File: src/rtl/uart_cmd_decoder.sv
// uart_cmd_decoder: receive-side host command decoder.
// Consumes bytes from the UART receiver, validates HEADER/CMD/DATA[/CHK]
// frames and updates the mode and alarm-threshold registers that feed the
// measurement/display controller.
// Optional feature: define CMD_CHECKSUM_EN for 4-byte frames whose last byte
// is CMD ^ DATA; without it frames are 3 bytes and evaluate on DATA.
//
// Byte handshake: donerx is a valid-only strobe with no ready back-pressure;
// the decoder consumes a byte in every cycle donerx is high, including
// consecutive cycles, so the receiver never has to wait.
module uart_cmd_decoder #(
    parameter logic [7:0]  HEADER       = 8'hA5,
    parameter int unsigned TIMEOUT_CYC  = 12_500_000,
    parameter logic [6:0]  TEMP_WAR_RST = 7'd35,
    parameter logic [6:0]  HUM_WAR_RST  = 7'd80
) (
    input  logic       clk,
    input  logic       rst,
    input  logic       donerx,
    input  logic [7:0] doutrx,
    output logic [1:0] mode,
    output logic [6:0] I_Temp_war,
    output logic [6:0] I_Hum_war,
    output logic       trig_newd12,
    output logic       cmd_ok,
    output logic       cmd_err,
    output logic [1:0] dbg_state      // FSM state, 0 = S_IDLE
);

    localparam int unsigned CNT_W = (TIMEOUT_CYC > 1) ? $clog2(TIMEOUT_CYC) : 1;
    localparam logic [CNT_W-1:0] CNT_LAST = CNT_W'(TIMEOUT_CYC - 1);

    typedef enum logic [1:0] {
        S_IDLE = 2'd0,
        S_CMD  = 2'd1,
        S_DATA = 2'd2,
        S_CHK  = 2'd3
    } state_t;

    state_t           state_q, state_d;
    logic [CNT_W-1:0] cnt_q, cnt_d;
    logic [7:0]       cmd_q, cmd_d;
`ifdef CMD_CHECKSUM_EN
    logic [7:0]       data_q, data_d;
`endif
    logic [1:0]       mode_q, mode_d;
    logic [6:0]       temp_q, temp_d;
    logic [6:0]       hum_q, hum_d;
    logic             trig_q, trig_d;
    logic             cmd_ok_q, cmd_ok_d;
    logic             cmd_err_q, cmd_err_d;

    // Frame evaluation helpers (valid only when eval is high).
    logic             eval;
    logic [7:0]       eval_data;
    logic             chk_ok;
    logic             cmd_valid;

    // Next-state, byte capture, timeout and frame evaluation.
    always_comb begin
        state_d   = state_q;
        cnt_d     = cnt_q;
        cmd_d     = cmd_q;
`ifdef CMD_CHECKSUM_EN
        data_d    = data_q;
`endif
        mode_d    = mode_q;
        temp_d    = temp_q;
        hum_d     = hum_q;
        trig_d    = trig_q;
        cmd_ok_d  = 1'b0;
        cmd_err_d = 1'b0;
        eval      = 1'b0;
        eval_data = doutrx;
        chk_ok    = 1'b1;
        cmd_valid = 1'b0;

        if (donerx) begin
            // A byte always wins over a timeout firing in the same cycle.
            cnt_d = '0;
            case (state_q)
                S_IDLE: begin
                    if (doutrx == HEADER) begin
                        state_d = S_CMD;
                    end
                end
                S_CMD: begin
                    // No resync here: a repeated HEADER is taken as CMD.
                    cmd_d   = doutrx;
                    state_d = S_DATA;
                end
                S_DATA: begin
`ifdef CMD_CHECKSUM_EN
                    data_d  = doutrx;
                    state_d = S_CHK;
`else
                    eval    = 1'b1;
                    state_d = S_IDLE;
`endif
                end
                S_CHK: begin
`ifdef CMD_CHECKSUM_EN
                    eval      = 1'b1;
                    eval_data = data_q;
                    chk_ok    = (doutrx == (cmd_q ^ data_q));
`endif
                    state_d   = S_IDLE;
                end
                default: state_d = S_IDLE;
            endcase
        end else if (state_q != S_IDLE) begin
            if (cnt_q == CNT_LAST) begin
                state_d   = S_IDLE;
                cnt_d     = '0;
                cmd_err_d = 1'b1;
            end else begin
                cnt_d = cnt_q + 1'b1;
            end
        end else begin
            cnt_d = '0;
        end

        if (eval) begin
            // Range checks use the full data byte so bit 7 cannot alias.
            case (cmd_q)
                8'h01: cmd_valid = (eval_data[7:2] == 6'd0) && (eval_data[1:0] != 2'd3);
                8'h02: cmd_valid = (eval_data <= 8'd85);
                8'h03: cmd_valid = (eval_data <= 8'd100);
                default: cmd_valid = 1'b0;
            endcase

            if (cmd_valid && chk_ok) begin
                case (cmd_q)
                    8'h01:   mode_d = eval_data[1:0];
                    8'h02:   temp_d = eval_data[6:0];
                    default: hum_d  = eval_data[6:0];
                endcase
                trig_d   = ~trig_q;
                cmd_ok_d = 1'b1;
            end else begin
                cmd_err_d = 1'b1;
            end
        end
    end

    // State and output registers; reset abandons any partial frame.
    always_ff @(posedge clk or posedge rst) begin
        if (rst) begin
            state_q   <= S_IDLE;
            cnt_q     <= '0;
            cmd_q     <= '0;
`ifdef CMD_CHECKSUM_EN
            data_q    <= '0;
`endif
            mode_q    <= 2'd0;
            temp_q    <= TEMP_WAR_RST;
            hum_q     <= HUM_WAR_RST;
            trig_q    <= 1'b0;
            cmd_ok_q  <= 1'b0;
            cmd_err_q <= 1'b0;
        end else begin
            state_q   <= state_d;
            cnt_q     <= cnt_d;
            cmd_q     <= cmd_d;
`ifdef CMD_CHECKSUM_EN
            data_q    <= data_d;
`endif
            mode_q    <= mode_d;
            temp_q    <= temp_d;
            hum_q     <= hum_d;
            trig_q    <= trig_d;
            cmd_ok_q  <= cmd_ok_d;
            cmd_err_q <= cmd_err_d;
        end
    end

    assign mode        = mode_q;
    assign I_Temp_war  = temp_q;
    assign I_Hum_war   = hum_q;
    assign trig_newd12 = trig_q;
    assign cmd_ok      = cmd_ok_q;
    assign cmd_err     = cmd_err_q;
    assign dbg_state   = state_q;

endmodule

File: config.mk
export PLATFORM = sky130hd
export DESIGN_NAME = uart_cmd_decoder
export DESIGN_NICKNAME = d
export VERILOG_FILES = /design/src/rtl/uart_cmd_decoder.sv
export SDC_FILE = /design/constraint.sdc
export NUM_CORES = 1
export LEC_CHECK = 0
export CAP_MARGIN = 20
export CORE_ASPECT_RATIO = 1.75
export CORE_MARGIN = 8
export CORE_UTILIZATION = 45
export CTS_CLUSTER_SIZE = 12
export DETAILED_ROUTE_END_ITERATION = 10
export PLACE_DENSITY_LB_ADDON = 0.25
export SYNTH_ARGS = -nofsm -noshare
export SYNTH_HDL_FRONTEND = slang
export SYNTH_SLANG_ARGS = --single-unit
export TNS_END_PERCENT = 100
File: constraint.sdc
create_clock -name clk -period 2.3 [get_ports clk]
set_input_delay 0.46 -clock clk [delete_from_list [all_inputs] [get_ports clk]]
set_output_delay 0.46 -clock clk [all_outputs]
set_load 0.02 [all_outputs]
After elaboration in Yosys (flattened, before gate mapping)
Cells that the tools add are included.
{"block": "word_totals", "reg_bits": 53, "inputBits": 11}
{"block": "op_classes", "addsub": 1, "n_bitwise": 2, "order_cmp": 2, "n_mux": 19, "reduce_logical": 14, "eq_ne": 10}
{"cell": "$mux 24", "n": 3}
{"cell": "$add 24x1->24 const B", "n": 1}
{"cell": "$eq 24x24->1 const B", "n": 1}
{"cell": "$eq 8x2->1 const B", "n": 2}
{"cell": "$le 8x7->1 const B", "n": 2}
{"cell": "$reduce_and 3->1", "n": 4}
{"cell": "$mux 1", "n": 10}
{"cell": "$eq 8x1->1 const B", "n": 1}
{"cell": "$eq 8x8->1 const B", "n": 1}
{"cell": "$mux 2", "n": 4}
{"cell": "$logic_not 6->1", "n": 1}
{"cell": "$pmux 2 s3", "n": 1}
{"cell": "$reduce_bool 2->1", "n": 3}
{"cell": "$eq 2x2->1 const B", "n": 2}
{"cell": "$reduce_and 2->1", "n": 2}
{"cell": "$reduce_or 2->1", "n": 2}
{"cell": "$ne 3x3->1 const B", "n": 1}
{"cell": "$pmux 1 s3", "n": 1}
{"cell": "$eq 2x1->1 const B", "n": 1}
{"cell": "$logic_not 2->1", "n": 1}
{"cell": "$ne 2x2->1 const B", "n": 1}
{"cell": "$not 1->1", "n": 2}
{"cell": "$logic_and 1x1->1", "n": 1}

Longest topological paths before layout
Gate-level depths: netlist of run 1.
{"block": "logic_depth", "word_depth": 6, "depth_mapped": 7}

Worst setup path before layout of run 1
No wires, ideal clock.
{"block": "synth_timing", "path_type": "flip-flop to flip-flop", "from": "reg cnt_q[0]", "to": "reg cnt_q[15]", "path_stages_with_launch": 8, "slack_ns": 0.443, "t_arrival_ns": 1.735, "path_cell_list": "dfrtp_1 -> ha_1 -> nand4_1 -> nor4_1 -> or3_1 -> buf_2 -> buf_2 -> nor2_1"}
{"block": "synth_via", "elab_chain_len": 4, "elab_cells_between_ends": 5, "cone_classes": "add/sub: 1; eq/ne: 1; mux: 3"}
{"item": "start: declaration", "line": "41", "text": "logic [CNT_W-1:0] cnt_q, cnt_d;"}
{"item": "start signal: assignment", "line": "163", "text": "cnt_q <= cnt_d;"}
{"item": "$add 24x1->24 / $eq 24x24->1 (equally long branches)", "line": "117, 112"}
{"item": "$mux 24 *", "line": "112", "text": "if (cnt_q == CNT_LAST) begin"}
{"item": "$mux 24 *", "line": "111", "text": "end else if (state_q != S_IDLE) begin"}
{"item": "$mux 24 *", "line": "78", "text": "if (donerx) begin"}
{"item": "named net cnt_d[15]", "line": "41"}
Mark *: on every way through the listed nets, which the timed path passes. The rest lies on a longest branch.
A chain may end at the register's enable or synchronous reset.

Worst setup path in the final report of run 1
{"block": "layout_timing", "from": "in doutrx[1]", "to": "reg mode_q[1] (netlist: mode[1])"}
{"block": "layout_via", "elab_chain_len": 5, "elab_cells_between_ends": 7, "cone_classes": "order compare: 2; eq/ne: 1; mux: 2; reduce/logical: 2"}
{"item": "start: declaration", "line": "20", "text": "input logic [7:0] doutrx,"}
{"item": "parallel branches: the longest is 5 deep, another holds $le 8x7->1"}
{"item": "end signal: assignment", "line": "168", "text": "mode_q <= mode_d;"}
{"item": "end: declaration", "line": "46", "text": "logic [1:0] mode_q, mode_d;"}
Parallel ways; which one is timed is not known. The select of a mux whose other input is x is not followed.

==> results of run 1 <==
-- registers in the layout (all words and copies together) (netlist names) --
signal       cells
cnt_q           24
mode             2
I_Hum_war        7
I_Temp_war       7
cmd_q            8
cmd_ok           1
cmd_err          1
trig_newd12      1
dbg_state        2
-- report_power, final --
| group | total, mW | internal [mW] | switching [mW] |
|---|---|---|---|
| logic | 0.111 | 0.0504 | 0.0608 |
| clock network | 0.543 | 0.245 | 0.297 |
| registers | 0.945 | 0.939 | 0.00516 |
| total | 1.60 | 1.24 | 0.363 |
-- worst reg2reg max path, stage by stage (launching register included) --
cell      delay, ps
dfrtp_1         450
nor4_1          300
nand3b_1        120
nor4_1          400
or3_1           170
buf_4           280
nor2_1          100
-- layer usage --
| layer | global-route usage, % | wire length (um) | share of wire [%] | vias up |
|---|---|---|---|---|
| met3 | 3.95 | 229 | 4.3 | 7 |
| met4 | 5.49 | 89 | 1.7 | 0 |
| met5 | 0 | 0 | 0 | - |
| met1 | 14.2 | 2110 | 40 | 900 |
| li1 | - | - | - | 875 |
| met2 | 26.3 | 2850 | 54 | 36 |
-- kinds of logic after synthesis --
logic type	after synthesis	synth area share [%]
DFF	53	53.6
and+or+nand+nor	95	21.4
AOI/OAI and AO/OA	13	3.47
buffers and inverters	14	2.57
muxes	23	10.4
xor gates and xnor gates	23	8.10
adders and majority gates	1	0.503
-- cells in the final DEF, fill, tap and decap left out, types with 4 or more instances in the layout --
master and count:
clkbuf_8 6, a21oi_1 5, nand2_1 12, nor3_1 7, dfstp_2 5, nor4_1 7, xor2_1 4, mux2_2 23
buf_4 19, dfrtp_1 48, inv_1 9, nand3_1 9, nor2_1 37, clkdlybuf4s50_1 31, xnor2_1 19
-- worst paths after layout --
check                                   startpoint                   endpoint  depth (start not counted)
max reg2reg                     cnt_q[9]$_DFF_PP0_        cnt_q[20]$_DFF_PP0_                          6
max                                      doutrx[1]        mode[1]$_DFFE_PP0P_                          6
min                                            rst       cmd_q[3]$_DFFE_PP0P_                          2
min in group clk           trig_newd12$_DFFE_PP0P_    trig_newd12$_DFFE_PP0P_                          1
max in group asynchronous                      rst  I_Temp_war[0]$_DFFE_PP1P_                          3
min reg2reg                trig_newd12$_DFFE_PP0P_    trig_newd12$_DFFE_PP0P_                          1
-- area by class of cell --
| cell class | instances | area share (%) |
|---|---|---|
| flip-flops and latches | 53 | 42.7 |
| multi-input cells | 155 | 34.9 |
| repair buffers | 51 | 15.1 |
| well taps | 76 | 3.04 |
| clock buffers | 7 | 2.76 |
| inverters | 10 | 1.20 |
| clock inverters | 1 | 0.240 |
-- stage by stage --
| step | power (mW) | hold slack, ps | setup slack [ps] |
|---|---|---|---|
| floorplan | 1.01 | 447 | 443 |
| global placement | 1.07 | 463 | 72.6 |
| detailed placement | 1.08 | 469 | 32.9 |
| CTS | 1.62 | 476 | 345 |
| global route | 1.66 | 497 | 211 |
| finish | 1.60 | 464 | 359 |
==> results.md, run 1 <==
* Pwr Density at a little over 500 nW/um^2
* Final Cell Area at approximately 3100 sq um
* Pre-antenna DRT Iters at 3
* Initial DRC Count at 73
* WL final at ~5.3 mm
* Post-synth EDFFs at 0
* Dpl cell area at between 3000 and 4000 sq um
* Area growth syn-to-layout at 25.6%
* Crit. End Element: register
* Worst Path Max Fanout at 2
* Crit path DAT at around 2100 ps
* Synth top area cells: dfrtp_1 48%, mux2_2 10%, xnor2_1 6.7%
* Max Cap Viol at 0
* Worst path bufs/invs at 2
* GRT Total Usage at between 10% and 20%
* Min-Delay Path Class: in2async
* Routability congestion estimate at ~0.81
* Slowest CP cell: clkdlybuf4s50_1
* Ys async rst share at between 90% and 100%
* Initial antenna violation count at 0
* Core box area at between 5000 and 6000 sq um
* H-tree levels at 2
* Synth top area share at roughly 48%
* Unrepaired setup endpoints after global routing: false
* Post-synth top flop: dfrtp_1
* Fin. Hold Viols at 0
* Area leader, netlist: dfrtp_1
* Clock Skews at ~7.5 ps
* Largest net degree at the start of global routing at 36
* CTS Hold Buffers Added at 0
* Top Ports at 32
* Fin nets at around 290
* I/O Buffers at 31
* ANT cells at 0
* Crit path launch type: input pin
* Cell variety after synth at 37
* Clock Tree Buf Depth at 2
* Post-Route Setup TNS at 0 ps
* Worst slew pin tran at 417 ps
* GRT Residual Overflow at 0
* Routed len/inst at 14.9 um
* Clk_lat worst skew at 300 ps
* CP delay by family, top: buffers and inverters
* Remaining antenna violation count at 0
* Post-CTS resize count at 0
* Mapped cell area at between 2000 and 2500 sq um
* CP Class: in2reg
* Total CTS buffers at 5
* CP Cell Sequence: clkdlybuf4s50_1 > a2111oi_0 > buf_4 > nand2_1 > nor3_1 > mux2_2
* Minimum clock period at 1940 ps
* Die Area at ~8300 sq um
* First-pass GRT wire length at ~9.4 mm
* Clock slew seen by the registers of the worst setup and hold paths at 90 ps
* CTS tree: built
* Status: finished clean
* Root Driver: clkbuf_8
* Final std cells w/o fill at between 300 and 400
* Initial Util at 45.6%
* Std cell rows at 36
* Worst Path Required at around 2500 ps
* Synth Net Count at between 200 and 250
* Layout cells sized above 1 at between 20% and 30%
* Top-count cell post-synth: dfrtp_1
* Synth cell count leaders: 48 x dfrtp_1, 37 x nor2_1, 23 x mux2_2
* Multi-input logic area at 1090 sq um
* Maximum clock frequency at between 0.5 and 0.6 GHz
* Largest stage delay on the critical path at roughly 410 ps
* Die X at between 70 and 80 um
* Yosys Warn Count at 0
* Leakage dissipation at 1.31 nW
* Post-synthesis sequential area ratio at between 50% and 60%
* Post-Syn Instances at ~220
* Number of vias per cell at 5.15
* Peak supply drop at about 0.41 mV
* Placed Cells at ~350
* Synth Register Bits at 53
* DP HPWL at ~3.9 mm
* Final setup viols at 0
* Post-Syn Area per Cell at between 10 and 15 sq um
* Max-slew violations at 0
* R2r setup slk at about 380 ps
* Fill count at between 400 and 500
* Die Ht at approximately 110 um
* # Post-CTS Setup Buffers at 0
* Drt drc at 0
* Utilization after layout at 57.3%
* Max-Slew Margin vs Limit at between 70 and 80%
* Number of global-route vias before repair at approximately 2.0k
* Vias at 1818
* FF/Latch Area at 1330 sq um
* Final period util at 84.4%
* CTS Sinks at 53
Note: power is estimated with default switching activity, not from simulation.
==> run 2: changes to the inputs <==
clock period = 1.8 ns   (was 2.3 ns; I/O delays follow)
==> run 2 against run 1 <==
  * Sequential share of layout area shrank 2.6 points
  * Via count grew 6.3%
  * Worst hold slack lost 54 ps
  * Cell area grew 6.7%
  * Critical path depth shrank 5
  * Global-route usage grew 0.29 points
  * Clock skew grew 0.58 ps
  * Combinational power grew 53%
  * Sequential power grew 28%
  * Non-clock buffer count grew 15
==> results.md, run 2 (synthesis results as in run 1) <==
* Status: finished clean
* Final Power at between 2 and 2.5 mW
* Maximum clock frequency at ~0.58 GHz
* CTS Sinks at between 50 and 60
* Initial Util at between 40% and 50%
* Worst path bufs/invs at 1
* Minimum clock period at approximately 1700 ps
* Clock Skews at 8.07 ps
* Drt drc at 0
* GRT Total Usage at about 14%
* CP delay by family, top: buffers and inverters
* Crit path DAT at 1360 ps
* Final Cell Area at between 3000 and 4000 sq um
* Routability congestion estimate at 0.883
* Peak supply drop at between 0.6 and 0.7 mV
* Clock Tree Buf Depth at 2
* Internal Dissipation at 1.69 mW
* Clk_lat worst skew at around 300 ps
* Dpl cell area at around 3100 sq um
* Largest stage delay on the critical path at about 630 ps
* CP Class: reg2out
* Clock power frac at a little over a third
* Pwr Density at ~650 nW/um^2
* Largest regs: cnt_q x24, cmd_q x8
* GRT Residual Overflow at 0
* Utilization after layout at 61.2%
* Max Cap Viol at 0
* Most common cell after layout, fill and taps aside: dfrtp_1
* Fin. Hold Viols at 0
* Initial DRC Count at ~70
* Worst Path Max Fanout at 5
* Total CTS buffers at 5
* First-pass GRT wire length at 9.43 mm
* Fin nets at ~300
* CTS tree: built
* Number of global-route vias before repair at roughly 2.1k
* H-tree levels at 2
* Routed len/inst at ~15 um
* Remaining antenna violation count at 0
* Die X at approximately 72 um
* Number of vias per cell at about 5.3
* Most frequent cells in the layout: 46 x dfrtp_1, 35 x nor2_1, 33 x buf_4
* Slowest CP cell: clkdlybuf4s50_1
* CTS Hold Buffers Added at 0
* Sequential share of power at between 50% and 60%
* Pre-antenna DRT Iters at 4
* Multi-input logic area at between 1000 and 1500 sq um
* Worst slew pin tran at around 350 ps
* Switching Fraction at between 20 and 25%
* Logic gate share of total power at just under 8%
* Max-slew violations at 0
* Final setup viols at 0
* ANT cells at 0
* Std cell rows at 36
* CP Cell Sequence: clkdlybuf4s50_1
* Die Ht at between 100 and 150 um
* WL final at around 5.6 mm
* Die Area at between 8000 and 9000 sq um
* Area growth syn-to-layout at 34.0%
* Largest net degree at the start of global routing at between 50 and 60
* Fill count at roughly 480
* Root Driver: clkbuf_8
* DP HPWL at roughly 4.1 mm
* Min-Delay Path Class: in2async
* Final period util at 95.5%
* Core box area at between 5000 and 6000 sq um
* Leakage dissipation at approximately 1.5 nW
* Layout cells sized above 1 at about a third
* Clock slew seen by the registers of the worst setup and hold paths at 90 ps
* Max reg flops at 24
* Max-Slew Margin vs Limit at around three quarters
* Unrepaired setup endpoints after global routing: true
* Crit. End Element: output port
* Worst Path Required at 1440 ps
* Register name with the most flops: cnt_q
* FF/Latch Area at approximately 1300 sq um
* Crit path launch type: register
* Top Ports at 32
* Initial antenna violation count at 0
* Vias at ~1.9k
* # Post-CTS Setup Buffers at 0
* I/O Buffers at 31
* Net load switching power at between 0.4 and 0.5 mW
-- run 2: worst paths after layout --
kind / start / to / slack (ps) / cells after the start
worst max register to register: cnt_q[6]$_DFF_PP0_ / cnt_q[23]$_DFF_PP0_ / 80 / 5
min in group clk: trig_newd12$_DFFE_PP0P_ / trig_newd12$_DFFE_PP0P_ / 470 / 1
worst min-delay path: rst / trig_newd12$_DFFE_PP0P_ / 410 / 3
worst max-delay path: dbg_state[1]$_DFFE_PP0P_ / dbg_state[1] / 80 / 1
worst min register to register: trig_newd12$_DFFE_PP0P_ / trig_newd12$_DFFE_PP0P_ / 470 / 1
max in group asynchronous: rst / I_Hum_war[4]$_DFFE_PP1P_ / 1100 / 3
-- run 2: per-stage QoR --
stage	worst slack, ps	hold slack, ps	std cells	TNS, ps
global placement	-560	462	360	-8230
detailed placement	-477	463	360	-7990
floorplan	3.00	447	222	0
global route	-0.456	433	368	-0.508
finish	80.2	410	368	0
CTS	7.60	418	368	0
-- run 2: area by class of cell --
type                    instances  area share, %
well taps                      76           2.85
flip-flops and latches         53           40.1
clock buffers                   6           2.18
clock inverters                 2           1.16
repair buffers                 66           17.6
inverters                      10           1.13
multi-input cells             155           35.1
-- run 2: power groups by stage --
stage | clock (mW) | sequential [mW] | combinational, mW
after floorplan | 0 | 1.23 | 0.0565
after detailed placement | 0 | 1.23 | 0.158
after CTS | 0.830 | 1.21 | 0.167
after global placement | 0 | 1.23 | 0.158
after global routing | 0.873 | 1.21 | 0.186
final | 0.797 | 1.21 | 0.170
-- run 2: what timing repair did --
action	CTS	global route
gates cloned	0	0
pin swaps	2	4
setup endpoints to repair	23	43
gates resized for setup	18	10
-- run 2: per-layer routing --
| layer | vias to the layer above | global-route usage [%] | wire [um] |
|---|---|---|---|
| met1 | 960 | 14.6 | 2050 |
| met4 | 0 | 8.09 | 195 |
| met2 | 54 | 26.2 | 3010 |
| met5 | - | 0 | 0 |
| li1 | 904 | - | - |
| met3 | 15 | 3.25 | 296 |
-- run 2: worst min-delay path, delay by kind of cell --
family | cells | cell delay (ps)
buffers and inverters | 3 | 740
